File: src/rtl/controlador_carga_disco_pkg.sv
// Shared definitions for the disk-to-instruction-memory boot loader:
// sequencer states, default disk size and word width.
package controlador_carga_disco_pkg;

  typedef enum logic [1:0] {
    IDLE     = 2'd0,
    LER      = 2'd1,
    ESCREVER = 2'd2,
    FIM      = 2'd3
  } estado_t;

  localparam int unsigned DISK_SIZE_PADRAO = 71;
  localparam int unsigned WORD_W           = 32;

endpackage

File: src/rtl/controlador_carga_disco.sv
// Boot/DMA sequencer copying a block of words from disco_rigido into instruction memory.
// Optional running checksum of copied words: define CARGA_DISCO_CHECKSUM_EN.
module controlador_carga_disco
  import controlador_carga_disco_pkg::*;
#(
  parameter int unsigned DISK_SIZE = DISK_SIZE_PADRAO,
  parameter int unsigned ADDR_W    = 26,
  parameter int unsigned LEN_W     = 16
) (
  input  logic              clock,
  input  logic              reset,
  input  logic              inicio,
  input  logic [ADDR_W-1:0] end_origem,
  input  logic [ADDR_W-1:0] end_destino,
  input  logic [LEN_W-1:0]  tamanho,
  output logic [ADDR_W-1:0] disco_end,
  input  logic [WORD_W-1:0] disco_dado,
  output logic              mem_we,
  output logic [ADDR_W-1:0] mem_end,
  output logic [WORD_W-1:0] mem_dado,
  input  logic              mem_pronto,
  output logic              ocupado,
  output logic              concluido,
  output logic              erro
`ifdef CARGA_DISCO_CHECKSUM_EN
  ,
  output logic [WORD_W-1:0] checksum
`endif
);

  estado_t             estado, estado_prox;
  logic [ADDR_W-1:0]   origem, destino;
  logic [LEN_W-1:0]    restante;
  logic [WORD_W-1:0]   dado;
  logic [ADDR_W:0]     fim_origem;
  logic                fora_limite;
  logic                aceita_inicio;
  logic                aceita_escrita;

  // One extra bit so the bounds sum cannot wrap past the disk size.
  assign fim_origem     = {1'b0, end_origem} + (ADDR_W+1)'(tamanho);
  assign fora_limite    = fim_origem > (ADDR_W+1)'(DISK_SIZE);
  assign aceita_inicio  = (estado == IDLE) && inicio;
  assign aceita_escrita = (estado == ESCREVER) && mem_pronto;

  always_ff @(posedge clock or negedge reset) begin
    if (!reset) estado <= IDLE;
    else        estado <= estado_prox;
  end

  always_comb begin
    estado_prox = estado;
    disco_end   = '0;
    mem_we      = 1'b0;
    mem_end     = '0;
    mem_dado    = '0;
    ocupado     = 1'b1;
    concluido   = 1'b0;
    unique case (estado)
      IDLE: begin
        ocupado = 1'b0;
        if (inicio) begin
          if (fora_limite || (tamanho == '0)) estado_prox = FIM;
          else                                estado_prox = LER;
        end
      end
      LER: begin
        disco_end   = origem;
        estado_prox = ESCREVER;
      end
      ESCREVER: begin
        mem_we   = 1'b1;
        mem_end  = destino;
        mem_dado = dado;
        if (mem_pronto) estado_prox = (restante == LEN_W'(1)) ? FIM : LER;
      end
      FIM: begin
        concluido   = 1'b1;
        estado_prox = IDLE;
      end
      default: estado_prox = IDLE;
    endcase
  end

  always_ff @(posedge clock or negedge reset) begin
    if (!reset) begin
      origem   <= '0;
      destino  <= '0;
      restante <= '0;
      dado     <= '0;
      erro     <= 1'b0;
    end else begin
      if (aceita_inicio) begin
        origem   <= end_origem;
        destino  <= end_destino;
        restante <= tamanho;
        erro     <= fora_limite;
      end
      if (estado == LER) dado <= disco_dado;
      if (aceita_escrita) begin
        origem   <= origem + ADDR_W'(1);
        destino  <= destino + ADDR_W'(1);
        restante <= restante - LEN_W'(1);
      end
    end
  end

`ifdef CARGA_DISCO_CHECKSUM_EN
  always_ff @(posedge clock or negedge reset) begin
    if (!reset)              checksum <= '0;
    else if (aceita_inicio)  checksum <= '0;
    else if (aceita_escrita) checksum <= checksum + dado;
  end
`endif

endmodule

File: config.mk
export PLATFORM = sky130hd
export DESIGN_NAME = controlador_carga_disco
export DESIGN_NICKNAME = d
export VERILOG_FILES = /design/src/rtl/controlador_carga_disco_pkg.sv /design/src/rtl/controlador_carga_disco.sv
export SDC_FILE = /design/constraint.sdc
export NUM_CORES = 1
export LEC_CHECK = 0
export CAP_MARGIN = 20
export CORE_MARGIN = 2
export CORE_UTILIZATION = 35
export DETAILED_ROUTE_END_ITERATION = 12
export SLEW_MARGIN = 10
export SYNTH_ARGS = -nofsm -noshare
export SYNTH_HDL_FRONTEND = slang
export SYNTH_SLANG_ARGS = --single-unit
File: constraint.sdc
create_clock -name clock -period 2.58 [get_ports clock]
set_input_delay 0.516 -clock clock [delete_from_list [all_inputs] [get_ports clock]]
set_output_delay 0.516 -clock clock [all_outputs]
set_load 0.01 [all_outputs]
==> flow_summary.json <==
{
  "final_cell_mix": "clkdlybuf4s50_1 (175), buf_4 (123), dfrtp_1 (103)",
  "firstDrtPassIters": 5,
  "setup_tns_ps": -585,
  "power_density_nw_per_um2": 904,
  "synth_flop_cell": "dfrtp_1",
  "synth.area.mux_share_pct": 5.81,
  "start_util_pct": 35.6,
  "core_area_sq_um": 19400,
  "drtAntennaViolNets": 0,
  "wl_per_cell_um": 17.7,
  "n_antenna_cell": 0,
  "worstPathRequired_ps": 2810,
  "first_iter_violations": 394,
  "synth_area_sq_um": 6910,
  "top_usage_layer": "met2",
  "grt_max_degree": 62,
  "grt_pass1_wl_um": 37200,
  "min_path_type": "primary input to asynchronous set/reset pin",
  "place_area_sq_um": 10000,
  "violations": "setup timing",
  "cts_inserted_buffers": 9,
  "yosysWarnings": 0,
  "die_height_um": 145,
  "finalHoldViolCount": 0,
  "stdcell_count": 1344,
  "whs_ps": 132,
  "rsz0062_at_grt": "true",
  "cts_root_buf": "clkbuf_16",
  "dr_total_vias": 7248,
  "seq_area_sq_um": 2580,
  "gp_congestion": 0.932,
  "antenna_found_initial": 0,
  "synth_top_family_by_area": "simple AND/OR/NAND/NOR gates",
  "maxCapViolCount": 0,
  "ioPinCount": 192,
  "status": "finished with violations",
  "die_x_um": 145,
  "seq_area_frac_synth_pct": 37.3,
  "multi_input_comb_area_sq_um": 4260,
  "skew_ps": 9.63,
  "grt_pass1_vias": 6949,
  "worst_pin_slew_ps": 532,
  "grtUsageMet1_pct": 31.3,
  "fmax_ghz": 0.346,
  "path_class": "primary input to register",
  "async_flop_share_pct": 100,
  "nets": 1199,
  "vias_per_cell": 5.39,
  "met2_usage_pct": 37.6,
  "use_met3_pct": 4.14,
  "synth-edff-count": 0,
  "cts_htree_levels": 3,
  "cts_hold_buf": 0,
  "max-vdd-ir-drop_uv": 358,
  "synth-xor-area-share_pct": 0.507,
  "synth-simple-area-share_pct": 27.4,
  "cts_tree": "built",
  "synth_adder_area_share_pct": 3.91,
  "worst_slack_ps": -309,
  "period_share_pct": 112,
  "final_common_cell": "clkdlybuf4s50_1",
  "fin_area_sq_um": 10400,
  "synth_area_per_cell_sq_um": 8.72,
  "clkTransAtPathRegs_ps": 70,
  "start_kind": "primary input",
  "synthesis.instances": 793,
  "synth_compound_gate_area_share_pct": 21.6,
  "synth_cell_types": 66,
  "max-clock-path-buffers": 2,
  "num_rows": 51,
  "crit_fanout": 4,
  "hpwl_um": 18300,
  "cts_sinks": 103,
  "drc": 0,
  "grt.overflow.total": 0,
  "final_util_pct": 53.8,
  "finalSetupViolCount": 2,
  "layout-drive-gt1-share_pct": 19.9,
  "p_leak_nw": 4.21,
  "port_buffers": 191,
  "grt_use_total_pct": 22.9,
  "ys_ff_latch": 103,
  "syn-num-nets": 918,
  "fin_crit_ps": 2890,
  "slew_headroom_pct": 64.2,
  "slew_violations": 0,
  "dp.cells": 1326,
  "fillers": 1860,
  "worstPathArrival_ps": 3120,
  "syn_to_final_growth_pct": 51.0,
  "end_kind": "register",
  "routed_wl_um": 23700,
  "clk_latency_ps": 350,
  "die_area_sq_um": 20900
}
[cell type report]
cell class | count | area share [%]
clock inverters | 6 | 0.431
well taps | 265 | 3.18
repair buffers | 320 | 28.3
inverters | 13 | 0.467
flip-flops and latches | 103 | 24.7
multi-input cells | 627 | 40.8
clock buffers | 10 | 2.19
[metrics by stage]
step,setup slack [ps],total power [mW]
finish,-309,9.44
global route,-413,10.2
CTS,-306,9.51
detailed placement,-1080,8.16
global placement,-1050,8.09
floorplan,-376,5.62
[path summary, 6_finish.rpt]
| check | start | endpoint | slack [ps] | cells after the start |
|---|---|---|---|---|
| worst max-delay path | tamanho[0] | estado[1] | -310 | 11 |
| worst min-delay path | reset | dado[11] | 130 | 1 |
| worst max register to register | restante[2] | restante[15] | 230 | 7 |
| worst min register to register | restante[15] | restante[15] | 490 | 1 |
| max in group asynchronous | reset | restante[2] | 1760 | 2 |
| min in group clock | end_origem[0] | origem[0] | 480 | 3 |
[cells by family (layout without fill, tap and decap cells)]
group | after synthesis | in the layout
buffers and inverters | 63 | 349
multiplexers | 36 | 36
AND/OR/NAND/NOR | 354 | 354
AO/OA/AOI/OAI | 212 | 212
XOR/XNOR | 4 | 4
flip-flops | 103 | 103
adder cells (fa/ha/maj) | 21 | 21
[per-layer routing]
layer,routed length [um],part of all wire (%),up-vias
met1,11100,47,3496
met3,1480,6.2,20
met2,10800,46,214
met4,342,1.4,0
met5,0,0,-
li1,-,-,3518
[critical path, stage by stage]
cell      delay [ps]
buf_6            100
ha_4             150
fa_2             360
a211o_1          320
a221o_2          440
a311oi_2         390
o31ai_4           90
a211oi_2         200
a2bb2o_4         240
nor4_2           250
nor2_1            70
[where the power goes]
group          leakage, nW  switching [mW]  internal [mW]
sequential            1.20           0.693           2.38
combinational         2.89            2.33           2.73
clock                0.131           0.646          0.663
[sequential cells by signal, indices dropped and copies added, names as in the netlist]
signal    count
dado         32
destino      26
origem       26
restante     16
estado        2
erro          1
[cells in the mapped netlist, drive strengths merged (11+ instances only)]
cell type / n / area share [%]
a21oi: 40 / 2.9
a211oi: 20 / 2.2
o211ai: 11 / 1.2
o21ai: 40 / 2.9
ha: 20 / 3.6
clkbuf: 45 / 2.4
dfrtp: 103 / 37
nor3: 20 / 1.4
a311oi: 15 / 2.0
nor2: 69 / 3.7
o22ai: 14 / 1.3
inv: 12 / 0.65
nand4: 15 / 1.4
a221o: 14 / 2.0
nand3: 27 / 2.0
nor3b: 11 / 1.2
and2: 92 / 8.3
nand2: 60 / 3.3
and3: 20 / 1.8
mux2: 33 / 5.4
nor4: 11 / 1.1
[repair_timing]
item                       4_1_cts  5_1_grt
setup endpoints to repair        2        8
gates cloned                     0        0
setup buffers                    2        0
pin swaps                       17        1
resized for setup               37        8
No activity file was read; power rests on OpenSTA's default activity.
